`src/rtl/ub_access_arbiter_if.sv`:
```
// rtl/ub_access_arbiter_if.sv - requester and unified-buffer signal bundle for ub_access_arbiter
interface ub_access_arbiter_if #(
    parameter int NUM_CH = 3,
    parameter int DATA_W = 256,
    parameter int ADDR_W = 9,
    parameter int LEN_W  = 5
);
    logic [NUM_CH-1:0]        ch_req;
    logic [NUM_CH-1:0]        ch_we;
    logic [NUM_CH*ADDR_W-1:0] ch_addr;
    logic [NUM_CH*LEN_W-1:0]  ch_len;
    logic [NUM_CH*DATA_W-1:0] ch_wdata;
    logic [NUM_CH-1:0]        ch_gnt;
    logic [NUM_CH-1:0]        ch_beat;
    logic [NUM_CH-1:0]        ch_done;
    logic [NUM_CH-1:0]        ch_rvalid;
    logic [DATA_W-1:0]        ch_rdata;
    logic                     ub_rd_en;
    logic                     ub_wr_en;
    logic [ADDR_W-1:0]        ub_addr;
    logic [DATA_W-1:0]        ub_wr_data;
    logic [DATA_W-1:0]        ub_rd_data;
    logic                     busy;
    logic [2:0]               active_ch;

    modport slave (
        input  ch_req, ch_we, ch_addr, ch_len, ch_wdata, ub_rd_data,
        output ch_gnt, ch_beat, ch_done, ch_rvalid, ch_rdata,
               ub_rd_en, ub_wr_en, ub_addr, ub_wr_data, busy, active_ch
    );

    modport master (
        output ch_req, ch_we, ch_addr, ch_len, ch_wdata, ub_rd_data,
        input  ch_gnt, ch_beat, ch_done, ch_rvalid, ch_rdata,
               ub_rd_en, ub_wr_en, ub_addr, ub_wr_data, busy, active_ch
    );
endinterface

```
`src/rtl/ub_access_arbiter.sv`:
```
// rtl/ub_access_arbiter.sv - N-channel burst arbiter in front of the unified buffer access port
module ub_access_arbiter #(
    parameter int NUM_CH  = 3,
    parameter int DATA_W  = 256,
    parameter int ADDR_W  = 9,
    parameter int LEN_W   = 5,
    parameter int RD_LAT  = 1,
    parameter int RR_MODE = 1
) (
    input  logic               clk,
    input  logic               rst,
    ub_access_arbiter_if.slave bus
);
    typedef enum logic {IDLE, BURST} state_t;

    localparam logic [NUM_CH-1:0] ONE = NUM_CH'(1);

    state_t              state, state_next;
    logic [2:0]          gnt_idx;
    logic [2:0]          win_idx;
    logic [2:0]          rr_ptr;
    logic                win_found;
    logic [LEN_W-1:0]    win_len;
    logic [ADDR_W-1:0]   cur_addr;
    logic [LEN_W-1:0]    remaining;
    logic                dir;
    logic                in_burst;
    logic [NUM_CH-1:0]   gnt_vec;
    logic [RD_LAT-1:0]   vld_pipe;
    logic [2:0]          tag_pipe [RD_LAT];

    // Winner selection: rotating search from rr_ptr, or lowest index first.
    always_comb begin : arbitrate
        win_idx   = '0;
        win_found = 1'b0;
        if (RR_MODE != 0) begin
            for (int k = 0; k < NUM_CH; k++) begin
                if (!win_found && bus.ch_req[(int'(rr_ptr) + k) % NUM_CH]) begin
                    win_found = 1'b1;
                    win_idx   = 3'((int'(rr_ptr) + k) % NUM_CH);
                end
            end
        end else begin
            for (int k = NUM_CH - 1; k >= 0; k--) begin
                if (bus.ch_req[k]) begin
                    win_found = 1'b1;
                    win_idx   = 3'(k);
                end
            end
        end
        win_len = bus.ch_len[int'(win_idx)*LEN_W +: LEN_W];
        if (win_len == '0) begin
            win_len = LEN_W'(1);
        end
    end

    always_comb begin : fsm_comb
        state_next = state;
        in_burst   = (state == BURST);
        case (state)
            IDLE:    if (win_found) state_next = BURST;
            BURST:   if (remaining == LEN_W'(1)) state_next = IDLE;
            default: state_next = IDLE;
        endcase

        gnt_vec        = in_burst ? (ONE << gnt_idx) : '0;
        bus.ch_gnt     = gnt_vec;
        bus.ch_beat    = gnt_vec;
        bus.ch_done    = (in_burst && remaining == LEN_W'(1)) ? gnt_vec : '0;
        bus.busy       = in_burst;
        bus.active_ch  = in_burst ? gnt_idx : 3'd0;
        bus.ub_rd_en   = in_burst && !dir;
        bus.ub_wr_en   = in_burst && dir;
        bus.ub_addr    = in_burst ? cur_addr : '0;
        bus.ub_wr_data = in_burst ? bus.ch_wdata[int'(gnt_idx)*DATA_W +: DATA_W] : '0;
        bus.ch_rvalid  = vld_pipe[RD_LAT-1] ? (ONE << tag_pipe[RD_LAT-1]) : '0;
        bus.ch_rdata   = vld_pipe[RD_LAT-1] ? bus.ub_rd_data : '0;
    end

    always_ff @(posedge clk) begin : state_reg
        if (rst) begin
            state <= IDLE;
        end else begin
            state <= state_next;
        end
    end

    always_ff @(posedge clk) begin : datapath
        if (rst) begin
            gnt_idx   <= '0;
            rr_ptr    <= '0;
            cur_addr  <= '0;
            remaining <= '0;
            dir       <= 1'b0;
            vld_pipe  <= '0;
            for (int i = 0; i < RD_LAT; i++) begin
                tag_pipe[i] <= '0;
            end
        end else begin
            if (state == IDLE && win_found) begin
                gnt_idx   <= win_idx;
                cur_addr  <= bus.ch_addr[int'(win_idx)*ADDR_W +: ADDR_W];
                remaining <= win_len;
                dir       <= bus.ch_we[win_idx];
                if (RR_MODE != 0) begin
                    rr_ptr <= (win_idx == 3'(NUM_CH - 1)) ? 3'd0 : win_idx + 3'd1;
                end
            end else if (state == BURST) begin
                cur_addr  <= cur_addr + ADDR_W'(1);
                remaining <= remaining - LEN_W'(1);
            end
            // Read tags travel alongside the UB read latency so data returns to its issuer.
            vld_pipe[0] <= in_burst && !dir;
            tag_pipe[0] <= gnt_idx;
            for (int i = 1; i < RD_LAT; i++) begin
                vld_pipe[i] <= vld_pipe[i-1];
                tag_pipe[i] <= tag_pipe[i-1];
            end
        end
    end
endmodule

```
`src/flat_wrapper.sv`:
```
// flat-port wrapper written by rule: the top's interface ports become plain ports
module ub_access_arbiter_flat 
#(
    parameter int NUM_CH  = 3,
    parameter int DATA_W  = 256,
    parameter int ADDR_W  = 9,
    parameter int LEN_W   = 5,
    parameter int RD_LAT  = 1,
    parameter int RR_MODE = 1
)
  (clk, rst, bus_ch_req, bus_ch_we, bus_ch_addr, bus_ch_len, bus_ch_wdata, bus_ub_rd_data, bus_ch_gnt, bus_ch_beat, bus_ch_done, bus_ch_rvalid, bus_ch_rdata, bus_ub_rd_en, bus_ub_wr_en, bus_ub_addr, bus_ub_wr_data, bus_busy, bus_active_ch);
  ub_access_arbiter_if #(.NUM_CH(NUM_CH), .DATA_W(DATA_W), .ADDR_W(ADDR_W), .LEN_W(LEN_W)) bus_i ();
  input  logic clk;
  input  logic rst;
  input wire logic [$bits(bus_i.ch_req)-1:0] bus_ch_req;
  input wire logic [$bits(bus_i.ch_we)-1:0] bus_ch_we;
  input wire logic [$bits(bus_i.ch_addr)-1:0] bus_ch_addr;
  input wire logic [$bits(bus_i.ch_len)-1:0] bus_ch_len;
  input wire logic [$bits(bus_i.ch_wdata)-1:0] bus_ch_wdata;
  input wire logic [$bits(bus_i.ub_rd_data)-1:0] bus_ub_rd_data;
  output wire logic [$bits(bus_i.ch_gnt)-1:0] bus_ch_gnt;
  output wire logic [$bits(bus_i.ch_beat)-1:0] bus_ch_beat;
  output wire logic [$bits(bus_i.ch_done)-1:0] bus_ch_done;
  output wire logic [$bits(bus_i.ch_rvalid)-1:0] bus_ch_rvalid;
  output wire logic [$bits(bus_i.ch_rdata)-1:0] bus_ch_rdata;
  output wire logic [$bits(bus_i.ub_rd_en)-1:0] bus_ub_rd_en;
  output wire logic [$bits(bus_i.ub_wr_en)-1:0] bus_ub_wr_en;
  output wire logic [$bits(bus_i.ub_addr)-1:0] bus_ub_addr;
  output wire logic [$bits(bus_i.ub_wr_data)-1:0] bus_ub_wr_data;
  output wire logic [$bits(bus_i.busy)-1:0] bus_busy;
  output wire logic [$bits(bus_i.active_ch)-1:0] bus_active_ch;
  assign bus_i.ch_req = bus_ch_req;
  assign bus_i.ch_we = bus_ch_we;
  assign bus_i.ch_addr = bus_ch_addr;
  assign bus_i.ch_len = bus_ch_len;
  assign bus_i.ch_wdata = bus_ch_wdata;
  assign bus_i.ub_rd_data = bus_ub_rd_data;
  assign bus_ch_gnt = bus_i.ch_gnt;
  assign bus_ch_beat = bus_i.ch_beat;
  assign bus_ch_done = bus_i.ch_done;
  assign bus_ch_rvalid = bus_i.ch_rvalid;
  assign bus_ch_rdata = bus_i.ch_rdata;
  assign bus_ub_rd_en = bus_i.ub_rd_en;
  assign bus_ub_wr_en = bus_i.ub_wr_en;
  assign bus_ub_addr = bus_i.ub_addr;
  assign bus_ub_wr_data = bus_i.ub_wr_data;
  assign bus_busy = bus_i.busy;
  assign bus_active_ch = bus_i.active_ch;
  ub_access_arbiter #(.NUM_CH(NUM_CH), .DATA_W(DATA_W), .ADDR_W(ADDR_W), .LEN_W(LEN_W), .RD_LAT(RD_LAT), .RR_MODE(RR_MODE)) u_core (.clk(clk), .rst(rst), .bus(bus_i));
endmodule
```
`config.mk`:
```
export PLATFORM = sky130hd
export DESIGN_NAME = ub_access_arbiter_flat
export DESIGN_NICKNAME = d
export VERILOG_FILES = /design/src/rtl/ub_access_arbiter_if.sv /design/src/rtl/ub_access_arbiter.sv /design/src/flat_wrapper.sv
export SDC_FILE = /design/constraint.sdc
export NUM_CORES = 1
export LEC_CHECK = 0
export ABC_AREA = 1
export CAP_MARGIN = 5
export CORE_AREA = 2 2 633 635
export CTS_BUF_LIST = sky130_fd_sc_hd__clkbuf_4 sky130_fd_sc_hd__clkbuf_8
export DETAILED_ROUTE_END_ITERATION = 12
export DIE_AREA = 0 0 635 637
export PLACE_DENSITY = 0.3
export REMOVE_ABC_BUFFERS = 1
export SLEW_MARGIN = 40
export SYNTH_ARGS = -nofsm -noshare
export SYNTH_HDL_FRONTEND = slang
export SYNTH_SLANG_ARGS = --single-unit
```
`constraint.sdc`:
```
create_clock -name clk -period 4.7 [get_ports clk]
set_input_delay 0.94 -clock clk [delete_from_list [all_inputs] [get_ports clk]]
set_output_delay 0.94 -clock clk [all_outputs]
set_load 0.05 [all_outputs]
```
==> run summary <==
The number of instances in the placed design is 8,909. The placeable core area came out at just under 400,000 um^2. The biggest cell delay along the critical path is 0.44 ns. In this run the critical register-to-register path is captured at u_core.cur_addr[1]. The number of cells on the worst reg-to-reg path came out at 28. The required time of the critical path came out at 4.89 ns. Leaving out fill and tap cells, the most frequent cells in the layout are sky130_fd_sc_hd__clkdlybuf4s50_1, sky130_fd_sc_hd__nand2_1, sky130_fd_sc_hd__inv_1. The final-report hold violation count came out at 0.

The total number of yosys warnings is 0. For this run, the share of the core covered by cells in the final layout is 0.0871. The fraction of synthesized cell area taken by the top area cell type is 0.463. The aggregate global routing overflow came out at 0.

The share of flip-flops with an asynchronous set or reset after synthesis came out at 0. The residual antenna-violating net count after detailed routing is 0. The initial antenna violation count is 420. The routed length per placed instance is 42.7 um. The largest vdd supply drop is 0.358 mV. The number of setup buffers added after CTS is 0. The number of inserted filler cells in the final layout came out at between 40,000 and 50,000. The worst-case setup slack after placement is 0.398 ns.

The number of CTS-inserted buffers came out at 3. The floorplan step defined a die boundary enclosing between 400,000 and 500,000 um^2. The worst-case register-to-register setup slack is 0.51 ns. At the pin with the least slew margin, the transition time is 0.865 ns. Detailed routing placed a total of approximately 210 mm of wire on met2.

The number of hold-repair buffers added at the cts stage is 0. between 1,500 and 2,000 I/O pins were placed. The max-slew violation total from the final report came out at 0. From bottom edge to top edge, the die measures 637 um. The final weighted congestion in routability-driven placement is around 1.0. The total number of nets in the final design is 4,743. The number of iterations in the first detailed-routing pass is 5.

TritonCTS built the clock tree. STA classifies the critical path startpoint as a flip-flop. The min-delay analysis places its worst path in the category flip-flop to flip-flop. The normalized max-slew margin came out at 0.422.

The standby leakage power came out at approximately 0.014 uW. The power per standard cell area is 581 nW/um^2. Of the cells placed in the final design, the portion with a size suffix greater than 1 is 0.131. The clock latency reported for the late side of the worst-skew pair came out at ~0.3 ns. The number of levels in the clock H-tree came out at 1.

For hold timing, the worst endpoint is u_core.remaining[3]. After synthesis, the cell types taking the most area are sky130_fd_sc_hd__nand2_1, sky130_fd_sc_hd__nand3_1, sky130_fd_sc_hd__inv_1. The clock input transition at the sequential cells of the worst setup and hold paths came out at 0.11 ns. Registers take approximately 520 um^2.

The final-layout worst hold slack is 0.583 ns. The critical path is of the flip-flop to flip-flop type. The wire length of the first global-routing pass is 438 mm. The area of the multi-input gates came out at about 6900 um^2. The detailed-route vias per instance is 2.51.

The routed length on met3 is between 30 and 40 mm. The die is 635 um wide. The number of global-route vias before repair is 22,700. The total of flip-flops plus latches after synthesis is 26. The hold path startpoint is u_core.remaining[3]. The number of endpoints failing setup at the final stage is 0. In this run the critical register-to-register path is launched from u_core.rr_ptr[0]. The total of max-cap violations came out at 0. The critical path data arrival time is roughly 4.4 ns. The clock tree skew after final layout is approximately 0.0031 ns. The average instance area after synthesis is 4.39 um^2.

The total negative slack for setup checks came out at 0 ns. Post-CTS repair changed the size of 0 cells. The run finished with clean final reports. The uppermost layer routed is met5. The worst hold path depth came out at 3. The cell sitting at the root of the clock tree is a sky130_fd_sc_hd__clkbuf_8. The number of DRC violations after detailed-routing iteration 0 is 1,432.

The achievable frequency is 0.239 GHz. The wire length on met1 came out at 127 mm. Among all flip-flop cells after synthesis, the most frequent one is sky130_fd_sc_hd__dfxtp_1.

Synthesis instantiated 38 different standard cells from the library. The number of synthesized flops with an enable pin came out at 0. The shortest clock period the worst path allows after layout is ~4.2 ns. The library cell used most frequently in the layout, excluding fill and tap cells, is sky130_fd_sc_hd__clkdlybuf4s50_1.

During placement, the flow inserted port buffers numbering 1,612. The maximum buffer depth of the clock tree is 2. Of the available clock period, the critical path in the final layout requires 0.892. After floorplanning, the core was divided into around 230 placement rows.

The maximum number of pins on one net before global-route repair is 122. The biggest area contributor in the post-synthesis netlist is sky130_fd_sc_hd__nand2_1. Clock tree synthesis found a total of 26 sinks. For this run, design rule violations remaining after detail routing come to 0.

The highest fanout seen on the critical path is 17. Summed over all layers, the routed wires come to 383 mm. Setup repair after global routing left no endpoint under its margin.

The synthesized netlist cell count came out at 2,096. Of the synthesized area, sequential elements account for 0.0565. The non-filler instance count after layout came out at 8,982.

The endpoint class of the critical path is a flip-flop. The placed wire-length estimate is 368 mm. The slowest stage of the critical path belongs to the cell sky130_fd_sc_hd__dfxtp_1.

The final worst slack is 0.508 ns. From synthesis to final layout, the design area changed by 276%. The initial utilization of the core area, before any placement, comes to 0.0231. The all-layer global routing usage came out at 0.183. The post-synth design cell area is 9210 um^2. Detailed routing inserted a total of 22,600 vias.
[cells in the mapped netlist, types with 2 or more instances]
cell,n
sky130_fd_sc_hd__a21oi_1,19
sky130_fd_sc_hd__a21oi_2,7
sky130_fd_sc_hd__a31oi_1,2
sky130_fd_sc_hd__buf_1,6
sky130_fd_sc_hd__buf_2,2
sky130_fd_sc_hd__buf_4,5
sky130_fd_sc_hd__buf_6,3
sky130_fd_sc_hd__clkbuf_1,112
sky130_fd_sc_hd__clkinv_1,2
sky130_fd_sc_hd__dfxtp_1,26
sky130_fd_sc_hd__ha_1,20
sky130_fd_sc_hd__inv_1,321
sky130_fd_sc_hd__inv_2,8
sky130_fd_sc_hd__nand2_1,1137
sky130_fd_sc_hd__nand2_2,14
sky130_fd_sc_hd__nand2_4,2
sky130_fd_sc_hd__nand3_1,286
sky130_fd_sc_hd__nand3_2,5
sky130_fd_sc_hd__nand3b_1,3
sky130_fd_sc_hd__nand4_1,3
sky130_fd_sc_hd__nor2_1,44
sky130_fd_sc_hd__nor2_2,2
sky130_fd_sc_hd__nor2_4,2
sky130_fd_sc_hd__nor3_1,7
sky130_fd_sc_hd__nor4_1,3
sky130_fd_sc_hd__o211ai_1,2
sky130_fd_sc_hd__o21a_1,4
sky130_fd_sc_hd__o21ai_0,12
sky130_fd_sc_hd__o21ai_1,18
sky130_fd_sc_hd__o21ai_2,8
sky130_fd_sc_hd__o22ai_1,3
sky130_fd_sc_hd__xor2_1,2
[worst max path at each step]
stage	slack (ns)	cells past startpoint	endpoint	from
after floorplan	-13.02	6	bus_ub_wr_data[0]	u_core.bus.busy
after global placement	0.38	25	u_core.cur_addr[8]	u_core.rr_ptr[0]
after detailed placement	0.40	25	u_core.cur_addr[8]	u_core.rr_ptr[0]
after CTS	0.38	25	u_core.cur_addr[8]	u_core.rr_ptr[0]
after global routing	0.09	28	u_core.cur_addr[1]	u_core.rr_ptr[0]
final	0.51	28	u_core.cur_addr[1]	u_core.rr_ptr[0]
[metal layers]
metal / track usage / vias to the layer above
li1: - / 9435
met1: 0.178 / 10600
met2: 0.362 / 1681
met3: 0.0752 / 740
met4: 0.0272 / 130
met5: 0 / -
[through the flow]
| stage | power [uW] | instance area [um^2] |
|---|---|---|
| floorplan | 7220 | 8690 |
| global placement | 20700 | 34400 |
| detailed placement | 20600 | 34400 |
| CTS | 20900 | 34500 |
| global route | 21300 | 34600 |
| finish | 20100 | 34700 |
[sequential cells by signal (all words and copies together) (netlist names)]
register          count
u_core.tag_pipe       3
u_core.cur_addr       9
u_core.dir            1
u_core.vld_pipe       1
u_core.remaining      5
u_core.gnt_idx        3
u_core.rr_ptr         3
u_core.bus.busy       1
[logic make-up after synthesis]
kind of cell,Yosys count,share of synthesized area
compound gates,78,0.0522
buf+inv,459,0.192
xor+xnor,3,0.00285
fa+ha+maj,20,0.0272
simple gates,1510,0.670
flops,26,0.0565
[power breakdown]
part           leakage, uW  total, uW  internal, uW  switching, uW
Clock            0.0000361        206           115           91.7
Sequential        0.000215        412           293            119
Combinational       0.0138      19500          6260          13300
Total               0.0140      20100          6670          13500
[worst max-delay path, delay by kind of cell, from the launching register on]
family,cells,cell delay (ns)
AND/OR/NAND/NOR,14,1.56
flip-flops,1,0.44
buffers and inverters,6,0.64
AO/OA/AOI/OAI,5,0.72
adder cells (fa/ha/maj),3,0.72
[final cells by class]
cell class,count,share of cell area
clock buffer,3,0.00119
inverter,331,0.0361
sequential,26,0.0151
multi-input combinational,1611,0.200
antenna,69,0.00498
tap,5265,0.190
timing repair buffer,1676,0.552
clock inverter,1,0.000866
No activity file was read; power rests on OpenSTA's default activity.
